### src/rtl/rvh_pmp_pkg.sv
// Shared constants and types for the PMP check requester and its helpers.
package rvh_pmp_pkg;

    localparam logic [1:0] PMP_ACCESS_TYPE_R = 2'd0;
    localparam logic [1:0] PMP_ACCESS_TYPE_W = 2'd1;
    localparam logic [1:0] PMP_ACCESS_TYPE_X = 2'd2;

    typedef enum logic [1:0] {
        PMPCFG_A_OFF   = 2'd0,
        PMPCFG_A_TOR   = 2'd1,
        PMPCFG_A_NA4   = 2'd2,
        PMPCFG_A_NAPOT = 2'd3
    } pmpcfg_a_e;

    localparam int unsigned PMPCFG_L_BIT = 7;

    typedef enum logic [1:0] {
        IDLE  = 2'd0,
        CHECK = 2'd1,
        RESP  = 2'd2
    } pmp_req_state_e;

endpackage

### src/rtl/rvh_pmp_prio_enc.sv
// Lowest-index priority encoder over the per-entry match vector.
module rvh_pmp_prio_enc #(
    parameter int NUM_ENTRY = 16,
    parameter int IDX_WIDTH = (NUM_ENTRY > 1) ? $clog2(NUM_ENTRY) : 1
) (
    input  logic [NUM_ENTRY-1:0] req,
    output logic                 hit,
    output logic [IDX_WIDTH-1:0] idx
);

    always_comb begin
        hit = |req;
        idx = '0;
        // Scan downwards so the lowest set bit is the last one written.
        for (int unsigned i = NUM_ENTRY; i > 0; i--) begin
            if (req[i-1]) idx = IDX_WIDTH'(i - 1);
        end
    end

endmodule

### src/rtl/rvh_pmp_check_requester.sv
// Drives the broadcast PMP permission check and resolves entry answers into
// one registered response per accepted request.
module rvh_pmp_check_requester
    import rvh_pmp_pkg::*;
#(
    parameter int PADDR_WIDTH = 56,
    parameter int NUM_ENTRY   = 16,
    parameter int ID_WIDTH    = 4,
    parameter int IDX_WIDTH   = (NUM_ENTRY > 1) ? $clog2(NUM_ENTRY) : 1
) (
    input  logic                   clk,
    input  logic                   rst,
    input  logic                   req_vld_i,
    output logic                   req_rdy_o,
    input  logic [PADDR_WIDTH-1:0] req_paddr_i,
    input  logic [1:0]             req_access_type_i,
    input  logic                   req_priv_m_i,
    input  logic [ID_WIDTH-1:0]    req_id_i,
    output logic                   permission_check_vld_o,
    output logic [PADDR_WIDTH-1:0] permission_check_paddr_o,
    output logic [1:0]             permission_check_access_type_o,
    input  logic [NUM_ENTRY-1:0]   entry_match_i,
    input  logic [NUM_ENTRY-1:0]   entry_fail_i,
    input  logic [NUM_ENTRY-1:0]   entry_lock_i,
    input  logic                   pmp_cfg_change_i,
    output logic                   resp_vld_o,
    input  logic                   resp_rdy_i,
    output logic                   resp_fault_o,
    output logic                   resp_hit_o,
    output logic [IDX_WIDTH-1:0]   resp_entry_idx_o,
    output logic [ID_WIDTH-1:0]    resp_id_o
);

    pmp_req_state_e state, state_nxt;

    logic [PADDR_WIDTH-1:0] paddr_q;
    logic [1:0]             type_q;
    logic                   priv_m_q;
    logic [ID_WIDTH-1:0]    id_q;
    logic                   fault_q;
    logic                   hit_q;
    logic [IDX_WIDTH-1:0]   idx_q;
    logic [ID_WIDTH-1:0]    resp_id_q;

    logic                 req_hsk;
    logic                 commit;
    logic                 win_hit;
    logic [IDX_WIDTH-1:0] win_idx;
    logic                 win_fault;

    rvh_pmp_prio_enc #(
        .NUM_ENTRY (NUM_ENTRY),
        .IDX_WIDTH (IDX_WIDTH)
    ) u_prio_enc (
        .req (entry_match_i),
        .hit (win_hit),
        .idx (win_idx)
    );

    always_comb begin
        win_fault = 1'b0;
        if (type_q == 2'd3) begin
            win_fault = 1'b1;
        end else if (win_hit) begin
            // M-mode bypasses a failing entry unless that entry is locked.
            win_fault = entry_fail_i[win_idx] & (~priv_m_q | entry_lock_i[win_idx]);
        end else begin
            win_fault = ~priv_m_q;
        end
    end

    always_comb begin
        state_nxt = state;
        req_rdy_o = (state == IDLE) | ((state == RESP) & resp_rdy_i);
        req_hsk   = req_vld_i & req_rdy_o;
        commit    = 1'b0;
        unique case (state)
            IDLE: if (req_hsk) state_nxt = CHECK;
            CHECK: begin
                if (!pmp_cfg_change_i) begin
                    commit    = 1'b1;
                    state_nxt = RESP;
                end
            end
            RESP: if (resp_rdy_i) state_nxt = req_hsk ? CHECK : IDLE;
            default: state_nxt = IDLE;
        endcase
    end

    always_ff @(posedge clk or posedge rst) begin
        if (rst) begin
            state     <= IDLE;
            paddr_q   <= '0;
            type_q    <= '0;
            priv_m_q  <= 1'b0;
            id_q      <= '0;
            fault_q   <= 1'b0;
            hit_q     <= 1'b0;
            idx_q     <= '0;
            resp_id_q <= '0;
        end else begin
            state <= state_nxt;
            if (req_hsk) begin
                paddr_q  <= req_paddr_i;
                type_q   <= req_access_type_i;
                priv_m_q <= req_priv_m_i;
                id_q     <= req_id_i;
            end
            if (commit) begin
                fault_q   <= win_fault;
                hit_q     <= win_hit;
                idx_q     <= win_idx;
                resp_id_q <= id_q;
            end
        end
    end

    assign permission_check_vld_o         = (state == CHECK);
    assign permission_check_paddr_o       = paddr_q;
    assign permission_check_access_type_o = type_q;
    assign resp_vld_o                     = (state == RESP);
    assign resp_fault_o                   = fault_q;
    assign resp_hit_o                     = hit_q;
    assign resp_entry_idx_o               = idx_q;
    assign resp_id_o                      = resp_id_q;

endmodule

### config.mk
export PLATFORM = sky130hd
export DESIGN_NAME = rvh_pmp_check_requester
export DESIGN_NICKNAME = d
export VERILOG_FILES = /design/src/rtl/rvh_pmp_pkg.sv /design/src/rtl/rvh_pmp_prio_enc.sv /design/src/rtl/rvh_pmp_check_requester.sv
export SDC_FILE = /design/constraint.sdc
export NUM_CORES = 1
export LEC_CHECK = 0
export BUFFER_PORTS_ARGS = -buffer_cell sky130_fd_sc_hd__buf_4
export CAP_MARGIN = 20
export CORE_UTILIZATION = 44
export DETAILED_ROUTE_END_ITERATION = 12
export GPL_ROUTABILITY_DRIVEN = 1
export GPL_TIMING_DRIVEN = 0
export PLACE_DENSITY = 0.8
export SLEW_MARGIN = 5
export SYNTH_ARGS = -nofsm -noshare
export SYNTH_HDL_FRONTEND = slang
export SYNTH_SLANG_ARGS = --single-unit
### constraint.sdc
create_clock -name clk -period 2.26 [get_ports clk]
set_input_delay 0.113 -clock clk [delete_from_list [all_inputs] [get_ports clk]]
set_output_delay 0.113 -clock clk [all_outputs]
set_load 0.005 [all_outputs]
# Word-level counts from Yosys, hierarchy flattened
# Index checks and enable logic that the tools add are counted.
# classes
n_reduce_logical	3
n_eq_ne	6
bitwise_logic	6
mux	29
order_cmp	1
# ops
operator	count
4-bit 2-to-1 mux	16
16-bit OR reduction	1
1-bit binary-select mux with 4-bit select	2
1-bit 2-to-1 mux	7
2-bit 2-to-1 mux	3
2-bit one-hot mux with 3 select lines	1
4-bit by 5-bit < comparator with 1-bit output (second input constant)	1
2-bit == test (second input constant)	2
2-bit != test (second input constant)	2
1-bit AND	3
3-bit AND reduction	1
2-bit by 1-bit == test with 1-bit output (second input constant)	1
2-bit zero test	1
2-bit by 1-bit != test with 1-bit output (second input constant)	1
1-bit OR	2
1-bit inverter	1
# totals
reg_bits	75
output_inout_bits	71
wordCells	54

# Depth between registers and ports, before layout
# Gate-level depths: netlist (run 1).
# logic_depth
depth_word	22
mapped_depth	10
depth_no_buf	8

# Hierarchy
# Synthesis (run 1) repeated with hierarchy kept, for this count alone.
# hier_totals
hier_cells	243
hier_area_um2	3349.5
# modules_own_cells
module	cells_each	n_inst	seq_area_each_um2	area_each_um2
rvh_pmp_check_requester	209	1	1876.8	3173.0
rvh_pmp_prio_enc	34	1	0.0	176.4

# Worst setup path before layout (run 1)
# No wires, ideal clock.
# synth_path
path_type	in2reg
from	input entry_match_i[11]
to	register fault_q, in the netlist resp_fault_o
slack_ns	0.375
arrival_time_ns	1.791
setup_time_ns	0.094
stages	9
path_cell_list	or4_4 o21ai_2 nand2_2 buf_6 mux2i_1 o211ai_1 o21ai_0 a32o_1 a211oi_1
# synth_via
elab_chain_cells	18
word_cells_on_any_way	21
# synth_rtl
item	line_no	text
start, declared	rvh_pmp_check_requester.sv:22	input logic [NUM_ENTRY-1:0] entry_match_i,
4-bit 2-to-1 mux (12 in a row)	rvh_pmp_prio_enc.sv:16	if (req[i-1]) idx = IDX_WIDTH'(i - 1);
1-bit binary-select mux with 4-bit select	rvh_pmp_check_requester.sv:66	win_fault = entry_fail_i[win_idx] & (~priv_m_q | entry_lock_i[win_idx]);
1-bit 2-to-1 mux (implied by the code)	rvh_pmp_check_requester.sv:66	
1-bit OR	rvh_pmp_check_requester.sv:66	
1-bit AND	rvh_pmp_check_requester.sv:66	
1-bit 2-to-1 mux *	rvh_pmp_check_requester.sv:64	end else if (win_hit) begin
1-bit 2-to-1 mux *	rvh_pmp_check_requester.sv:62	if (type_q == 2'd3) begin
end signal, assigned	rvh_pmp_check_requester.sv:110	fault_q <= win_fault;
end, declared	rvh_pmp_check_requester.sv:40	logic fault_q;
# Every way passes the cells marked *; elsewhere a longest branch is shown, timed or not. The select of a mux whose other input is x is not followed.
# A chain may end at the register's enable or synchronous reset.

# Final worst setup path (run 1)
# layout_path
from	register state[1]
to	register paddr_q[31], in the netlist permission_check_paddr_o[31]
# layout_via
elab_chain_cells	4
word_cells_on_any_way	5
# layout_rtl
item	line_no	text
start, declared	rvh_pmp_check_requester.sv:34	pmp_req_state_e state, state_nxt;
start signal, assigned	rvh_pmp_check_requester.sv:102	state <= state_nxt;
2-bit == test	rvh_pmp_check_requester.sv:74	req_rdy_o = (state == IDLE) | ((state == RESP) & resp_rdy_i);
1-bit AND	rvh_pmp_check_requester.sv:74	
1-bit OR *	rvh_pmp_check_requester.sv:74	
1-bit AND *	rvh_pmp_check_requester.sv:75	req_hsk = req_vld_i & req_rdy_o;
end signal, assigned	rvh_pmp_check_requester.sv:104	paddr_q <= req_paddr_i;
end, declared	rvh_pmp_check_requester.sv:36	logic [PADDR_WIDTH-1:0] paddr_q;
# Every way passes the cells marked *; elsewhere a longest branch is shown, timed or not.

==> run metrics, run 1 <==
Die X 89.3 um; Switching Share 30.9%; Setup Viol. Count Final 0; static leakage 2.73 nW; Critical Path RT 2.48 ns; grt ovf 0; RSZ-0062 raised after global routing no; num rows 31; dominant cell type by area after synthesis dfrtp_1; average cell area after synthesis 12.7 sq um; Area Overhead vs Synth 69.3%; Reg clk slew, reported paths 0.07 ns; WL per Instance 18.4 um; Inserted Clock Buffers 9; fin util 77.9%; Hold Crit Class input pin to register; Initial Util 46.0%; top cells by area, synth dfrtp_1 56%, mux2_2 21%, mux2i_1 3.0%; Pins Over Slew Limit 0; via count 3208; CTS tree yes; Synth cell types 40; Setup Fix Bufs, Post-CTS 0; CP Capture Type register; Synth Cell Area 3350 sq um; Final Skew 0.0180 ns; I/O Pins 187; Avg Vias per Cell 5.17; Clock power frac 19.3%; register area share after synthesis 56.0%; Pwr Density 1040 nW/um^2; largest net degree at the start of global routing 49; TNS Setup 0 ns; die area 7970 sq um; number of routed nets with antenna violations 0; Root Driver clkbuf_8; R2R depth 5; H-Tree Depth 3; design internal power 4.08 mW; Max-slew headroom 52.5%; DRT iter0 DRCs 105; NetSw 1.82 mW; Max IR drop VDD 645 uV; Cells after Synth 264; initial antenna violation count 0; Max Cap Violations 0; Final nets 633; vias in the first global route 3298; drt total wl 11400 um; Die Y 89.3 um; FFs w/ async S/R, synth 100%; worst path arrival time 2.26 ns; placed wire-length estimate after detailed placement 7330 um; hold path cells 2; clock sinks 75; Worst Max-Slew Pin Slew 0.705 ns; DRC 0; IO Port Bufs 186; DRT Pass-1 Iters 4; startpoint types register; post-layout min period 2.04 ns; antenna cells 0; Fillers 455; most frequent cells in the layout 186 x buf_4, 75 x dfrtp_1, 63 x mux2_2, 55 x dlygate4sd3_1, 25 x nand2_1; FMAX 0.490 GHz; most common cell after layout, fill and taps aside buf_4; gr usage total 28.1%; #FFs+latches synth 75; Ys Warns 0; dominant synthesized flop cell dfrtp_1; syn_nets 380; CTS Buffer Depth 2; top cell type's share of synthesized area 56.0%; Placer Congestion 0.826; WHS 0.0172 ns; first-pass GRT wire length 16300 um; number of synthesized flops with an enable pin 0; endpoints failing hold 0; Crit Path Max Fanout 10; Core Region 7290 sq um; Final period util 90.3%; status completed; worst skew pair latency 0.34 ns; CP Class register to register; Reg power frac 40.4%; layout cells sized above 1 54.2%; Logic pwr share 40.3%
## synthesized netlist by cell type, drive strengths merged, types with 4 or more instances
| cell type | instances |
|---|---|
| o21ai | 9 |
| nor2b | 4 |
| nor2 | 11 |
| nand2 | 26 |
| a22oi | 4 |
| nor4 | 6 |
| a21oi | 6 |
| mux2i | 10 |
| mux2 | 65 |
| dfrtp | 75 |
| clkbuf | 9 |
| inv | 5 |
## registers in the layout, summed over array words and instances (netlist names)
signal / cells
permission_check_paddr_o: 56
id_q: 4
resp_entry_idx_o: 4
resp_id_o: 4
permission_check_access_type_o: 2
state: 2
priv_m_q: 1
resp_fault_o: 1
resp_hit_o: 1
## stage by stage
stage / area (sq um) / power [mW] / instances / setup WS, ns
finish: 5680 / 5.90 / 621 / 0.219
detailed placement: 4900 / 4.59 / 550 / 0.0343
global placement: 4870 / 4.47 / 549 / -0.645
global route: 5680 / 6.22 / 621 / 0.0663
floorplan: 3350 / 3.20 / 264 / 0.237
CTS: 5630 / 5.78 / 617 / 0.0447
## power groups by stage
stage / logic, mW / registers (mW) / clock network [mW]
floorplan: 0.860 / 2.34 / 0
global placement: 2.16 / 2.30 / 0
detailed placement: 2.24 / 2.35 / 0
CTS: 2.31 / 2.33 / 1.14
global route: 2.55 / 2.45 / 1.23
finish: 2.38 / 2.38 / 1.14
## worst paths after layout
| kind | startpoint | endpoint | slack, ns |
|---|---|---|---|
| max in group asynchronous | rst | permission_check_paddr_o[19] | 1.35 |
| min reg2reg | id_q[2] | resp_id_o[2] | 0.47 |
| min | req_access_type_i[1] | permission_check_access_type_o[1] | 0.02 |
| max | state[1] | permission_check_paddr_o[31] | 0.22 |
| max reg2reg | state[1] | permission_check_paddr_o[31] | 0.22 |
| min in group asynchronous | rst | permission_check_paddr_o[3] | 0.33 |
## worst max-delay path, stage by stage, from the launching register on
cell,delay [ns]
dfrtp_1,0.39
a21oi_1,0.18
and2_1,0.15
clkbuf_1,0.44
clkbuf_2,0.38
mux2_2,0.39
## cells by family after synthesis
group	after synthesis	synth area share, %
mux	75	24.8
flops	75	56.0
simple gates	61	9.66
compound gates	36	7.35
buf+inv	17	2.20
## final cells by class
cell class / instances / area (sq um) / area share (%)
Multi-Input combinational cell: 172 / 1400 / 24.7
Tap cell: 99 / 124 / 2.18
Clock inverter: 6 / 88.8 / 1.56
Inverter: 5 / 21.3 / 0.375
Buffer: 12 / 62.6 / 1.10
Timing Repair Buffer: 242 / 1970 / 34.8
Sequential cell: 75 / 1880 / 33.1
Clock buffer: 10 / 128 / 2.25
## per-layer routing
layer | up-vias | track usage, % | wire length, um
li1 | 1451 | - | -
met5 | - | 0 | 0
met2 | 166 | 50.7 | 5990
met3 | 26 | 9.33 | 1060
met1 | 1565 | 30.3 | 4080
met4 | 0 | 11.4 | 278
## what timing repair did
action	in CTS	in global routing
resized for setup	0	12
setup endpoints to repair	0	59
hold buffers	51	4
endpoints found under the hold margin	77	4
No activity file was read; power rests on OpenSTA's default activity.
==> inputs of run 2 (changes only) <==
RECOVER_POWER = 100   (was unset)
==> run 2 against run 1 <==
Net effect:
- worst hold slack worse by 0.0012 ns
- combinational power is 8.8% lower
- non-clock buffer count unchanged
- die area unchanged
- utilization fell by 1.6 points
- via count decreased by 1.2%
- critical endpoint unchanged
- largest power group unchanged
==> run metrics, run 2 (synthesized netlist as in run 1, its figures left out) <==
layout cells sized above 1 49.0% (was 54.2%); Pwr Density 1020 nW/um^2 (was 1040 nW/um^2); number of routed nets with antenna violations 0 (unchanged); clock sinks 75 (unchanged); Initial Util 46.0% (unchanged); NetSw 1.79 mW (was 1.82 mW); Final period util 90.1% (was 90.3%); design internal power 3.87 mW (was 4.08 mW); CP Class register to register (unchanged); most frequent cells in the layout 114 x buf_4, 75 x dfrtp_1, 61 x mux2_2, 55 x dlygate4sd3_1, 48 x clkbuf_4 (was 186 x buf_4, 75 x dfrtp_1, 63 x mux2_2, 55 x dlygate4sd3_1, 25 x nand2_1); Placer Congestion 0.826 (unchanged); TNS Setup 0 ns (unchanged); Die X 89.3 um (unchanged); FMAX 0.491 GHz (was 0.490 GHz); initial antenna violation count 0 (unchanged); startpoint types register (unchanged); Avg Vias per Cell 5.10 (was 5.17); gr usage total 28.1% (unchanged); Switching Share 31.7% (was 30.9%); most common cell after layout, fill and taps aside buf_4 (unchanged); grt ovf 0 (unchanged); I/O Pins 187 (unchanged); drt total wl 11300 um (was 11400 um); DRC 0 (unchanged); CTS tree yes (unchanged); Area Overhead vs Synth 65.9% (was 69.3%); CP Capture Type register (unchanged); Root Driver clkbuf_8 (unchanged); Final Skew 0.0184 ns (was 0.0180 ns); Fillers 486 (was 455); via count 3170 (was 3208); Reg clk slew, reported paths 0.08 ns (was 0.07 ns); RSZ-0062 raised after global routing no (unchanged); area occupied by multi-input gates 1400 sq um (unchanged); WHS 0.0160 ns (was 0.0172 ns); vias in the first global route 3298 (unchanged); first-pass GRT wire length 16300 um (unchanged); num rows 31 (unchanged); largest net degree at the start of global routing 49 (unchanged); Clock power frac 20.1% (was 19.3%); Pins Over Slew Limit 0 (unchanged); DRT Pass-1 Iters 4 (unchanged); Reg power frac 41.7% (was 40.4%); worst skew pair latency 0.35 ns (was 0.34 ns); max FFs per register 56 (unchanged); WL per Instance 18.2 um (was 18.4 um); antenna cells 0 (unchanged); endpoints failing hold 0 (unchanged); fin util 76.3% (was 77.9%); Die Y 89.3 um (unchanged); Max-slew headroom 16.5% (was 52.5%); IO Port Bufs 186 (unchanged); Crit Path Max Fanout 10 (unchanged); Worst Max-Slew Pin Slew 1.25 ns (was 0.705 ns); Core Region 7290 sq um (unchanged); placed wire-length estimate after detailed placement 7330 um (unchanged); Max IR drop VDD 623 uV (was 645 uV); static leakage 2.62 nW (was 2.73 nW); status completed (unchanged); H-Tree Depth 3 (unchanged); DRT iter0 DRCs 97 (was 105); Critical Path RT 2.48 ns (about the same); Logic pwr share 38.2% (was 40.3%); post-layout min period 2.04 ns (about the same); Max Cap Violations 0 (unchanged); worst path arrival time 2.26 ns (about the same); Final nets 633 (unchanged); die area 7970 sq um (unchanged); Inserted Clock Buffers 9 (unchanged); register area 1880 sq um (unchanged); CTS Buffer Depth 2 (unchanged); Hold Crit Class input pin to register (unchanged); Setup Viol. Count Final 0 (unchanged)
-- run 2: final timing paths --
check,to,slack [ns],cells past startpoint,from
max,permission_check_paddr_o[31],0.22,5,state[1]
min,permission_check_access_type_o[1],0.02,2,req_access_type_i[1]
max reg2reg,permission_check_paddr_o[31],0.22,5,state[1]
min reg2reg,resp_id_o[2],0.47,2,id_q[2]
max in group asynchronous,permission_check_paddr_o[19],0.38,4,rst
min in group asynchronous,permission_check_paddr_o[3],0.60,3,rst
-- run 2: worst max-delay path, cell delays in order (launching register included) --
cell and delay [ns]:
dfrtp_1 0.39, a21oi_1 0.18, and2_0 0.15, clkbuf_1 0.45, clkbuf_2 0.38, mux2_2 0.39
-- run 2: layout make-up --
cell class / count / share of cell area, %
tap: 99 / 2.23
clock inverter: 6 / 1.60
multi-input combinational: 172 / 25.2
timing repair buffer: 242 / 33.4
inverter: 5 / 0.360
buffer: 12 / 1.12
sequential: 75 / 33.7
clock buffer: 10 / 2.29
-- run 2: per-layer routing --
metal,global-route usage (%),wire length [um]
met1,30.3,4040
met2,50.7,5940
met3,9.33,1030
met4,11.4,306
met5,0,0
-- run 2: power groups by stage --
stage | Clock (mW) | Combinational [mW] | Sequential, mW
6_report | 1.14 | 2.17 | 2.36
5_1_grt | 1.23 | 2.34 | 2.43
4_1_cts | 1.14 | 2.31 | 2.33
3_5_place_dp | 0 | 2.24 | 2.35
3_3_place_gp | 0 | 2.16 | 2.30
2_1_floorplan | 0 | 0.860 | 2.34
-- run 2: repair_timing --
action | CTS | global route
endpoints found under the setup margin | 0 | 59
hold buffers | 51 | 4
buffers inserted | 0 | 0
gates resized for setup | 0 | 12
hold endpoints to repair | 77 | 4
-- run 2: metrics by stage --
stage               setup WS (ns)  instance area [sq um]  power [mW]  cells
floorplan                   0.237                   3350        3.20    264
global placement           -0.645                   4870        4.47    549
detailed placement         0.0343                   4900        4.59    550
CTS                        0.0447                   5630        5.78    617
global route               0.0589                   5560        6.00    621
finish                      0.225                   5560        5.67    621
==> inputs of run 3 (changes only) <==
==> constraint.sdc (replaced) <==
create_clock -name clk -period 2.26 [get_ports clk]
set_input_delay 0.339 -clock clk [delete_from_list [all_inputs] [get_ports clk]]
set_output_delay 0.339 -clock clk [all_outputs]
set_load 0.005 [all_outputs]
==> run 3 against run 2 <==
Net effect:
- clock power barely moved
- critical path depth is 5 higher
- flip-flop and latch count unchanged
- critical path type is now input pin to register
- largest power group unchanged
==> run metrics, run 3 (synthesized netlist as in run 1, its figures left out) <==
endpoints failing hold 0 (unchanged); Final Skew 0.0127 ns (was 0.0184 ns); R2R depth 5 (unchanged); most frequent cells in the layout 115 x buf_4, 75 x dfrtp_1, 63 x mux2_2, 49 x clkbuf_4, 28 x clkbuf_1 (was 114 x buf_4, 75 x dfrtp_1, 61 x mux2_2, 55 x dlygate4sd3_1, 48 x clkbuf_4); FMAX 0.470 GHz (was 0.491 GHz); via count 2814 (was 3170); Final WS setup 0.134 ns (was 0.225 ns); Initial Util 46.0% (unchanged); first-pass GRT wire length 14000 um (was 16300 um); Placer Congestion 0.826 (unchanged); CP Class input pin to register (was register to register); initial antenna violation count 0 (unchanged); Hold Crit Class input pin to register (unchanged); num rows 31 (unchanged); WL per Instance 16.1 um (was 18.2 um); Max stage delay on crit path 0.52 ns (was 0.45 ns); DRC 0 (unchanged); die area 7970 sq um (unchanged); CP Capture Type register (unchanged); Die X 89.3 um (unchanged); Area Overhead vs Synth 50.6% (was 65.9%); worst skew pair latency 0.34 ns (was 0.35 ns); worst setup path endpoint resp_fault_o (was permission_check_paddr_o[31]); Setup Fix Bufs, Post-CTS 0 (unchanged); Worst Max-Slew Pin Slew 1.32 ns (was 1.25 ns); CTS tree yes (unchanged); Max-slew headroom 11.5% (was 16.5%); DRT iter0 DRCs 37 (was 97); clock sinks 75 (unchanged); worst setup path start entry_match_i[11] (was state[1]); worst path arrival time 2.36 ns (was 2.26 ns); Final nets 579 (was 633); drt total wl 9150 um (was 11300 um); H-Tree Depth 3 (unchanged); vias in the first global route 2938 (was 3298); Max Cap Violations 0 (unchanged); reg-to-reg startpoint state[1] (unchanged); critical path's slowest cell or4_4 (was clkbuf_1); Critical Path RT 2.49 ns (was 2.48 ns); IO Port Bufs 186 (unchanged); number of routed nets with antenna violations 0 (unchanged); layout cells sized above 1 55.1% (was 49.0%); Avg Vias per Cell 4.96 (was 5.10); crit-path cells buf_4 -> or4_4 -> o21ai_2 -> nand2_2 -> buf_6 -> mux2i_1 -> o211ai_1 -> o21ai_0 -> a32o_1 -> a211oi_1 (was a21oi_1 -> and2_0 -> clkbuf_1 -> clkbuf_2 -> mux2_2); dpl ws -0.192 ns (was 0.0343 ns); startpoint types input pin (was register); antenna cells 0 (unchanged); FF-to-FF setup slack 0.17 ns (was 0.22 ns); Final period util 94.1% (was 90.1%); Core Region 7290 sq um (unchanged); CTS Buffer Depth 2 (unchanged); hold path cells 2 (unchanged); Setup Viol. Count Final 0 (unchanged); grt ovf 0 (unchanged); RSZ-0062 raised after global routing yes (was no); largest net degree at the start of global routing 49 (unchanged); post-layout min period 2.13 ns (was 2.04 ns); status completed (unchanged); Pwr Density 1080 nW/um^2 (was 1020 nW/um^2); Root Driver clkbuf_8 (unchanged); placed wire-length estimate after detailed placement 7330 um (unchanged); Max IR drop VDD 693 uV (was 623 uV); most common cell after layout, fill and taps aside buf_4 (unchanged); I/O Pins 187 (unchanged); Reg clk slew, reported paths 0.08 ns (about the same); DRT Pass-1 Iters 4 (unchanged); Power, Total 5.45 mW (was 5.67 mW); static leakage 2.40 nW (was 2.62 nW); Crit Path Max Fanout 10 (unchanged); max FFs per register 56 (unchanged); Pins Over Slew Limit 0 (unchanged); Die Y 89.3 um (unchanged); R2R Path End permission_check_paddr_o[42] (was permission_check_paddr_o[31]); Inserted Clock Buffers 9 (unchanged); gr usage total 24.0% (was 28.1%)
==> run 3: changes by cell type in the layout (fill, tap and decap cells not counted), moves of 2 or more <==
cell,before,now
mux2_1,4,2
mux2_2,61,63
clkbuf_2,6,3
dlygate4sd3_1,55,1
==> run 3: metrics by stage <==
step | std cells | hold WS [ns] | setup TNS [ns] | utilization [%] | cell area [sq um]
after floorplan | 264 | 0.435 | 0 | - | 3350
after global placement | 549 | 0.451 | -65.23 | 66.8 | 4870
after detailed placement | 550 | 0.357 | -0.394 | 67.2 | 4900
after CTS | 567 | 0.209 | 0 | 70.4 | 5130
after global routing | 567 | 0.202 | -0.237 | 69.3 | 5050
final | 567 | 0.228 | 0 | 69.3 | 5050
==> run 3: routing by layer <==
metal  GRT usage [%]  up-vias  share of wire [%]
met4            9.67        0                1.9
met1            25.7     1318                 37
met3            9.79       15                 11
met5               0        -                  0
li1                -     1345                  -
met2            42.2      136                 51
==> run 3: what timing repair did <==
action / 4_1_cts / 5_1_grt
endpoints found under the setup margin: 0 / 54
endpoints found under the hold margin: 27 / 0
resized for setup: 0 / 7
hold buffers: 1 / 0
==> run 3: power breakdown <==
group          internal [mW]  switching (mW)
clock network          0.624           0.490
registers               1.97           0.340
logic                   1.23           0.792
==> run 3: layout make-up <==
| cell class | instances | area, sq um |
|---|---|---|
| Fill cell | 569 | 2240 |
| Sequential cell | 75 | 1880 |
| Multi-Input combinational cell | 172 | 1400 |
| Timing Repair Buffer | 188 | 1350 |
| Clock buffer | 10 | 128 |
| Tap cell | 99 | 124 |
| Clock inverter | 6 | 88.8 |
| Buffer | 12 | 58.8 |
| Inverter | 5 | 20.0 |
==> run 3: how the worst min path moves through the flow <==
| stage | startpoint | slack (ns) | end |
|---|---|---|---|
| after floorplan | id_q[0] | 0.43 | resp_id_o[0] |
| after global placement | id_q[1] | 0.45 | resp_id_o[1] |
| after detailed placement | rst | 0.36 | permission_check_paddr_o[5] |
| after CTS | req_paddr_i[41] | 0.21 | permission_check_paddr_o[41] |
| after global routing | req_paddr_i[33] | 0.20 | permission_check_paddr_o[33] |
| final | req_paddr_i[47] | 0.23 | permission_check_paddr_o[47] |
==> run 3: worst max-delay path, delay by kind of cell <==
kind | cells | cell delay, ns
AOI/OAI and AO/OA | 5 | 0.96
muxes | 1 | 0.12
and+or+nand+nor | 2 | 0.64
buffers and inverters | 2 | 0.30
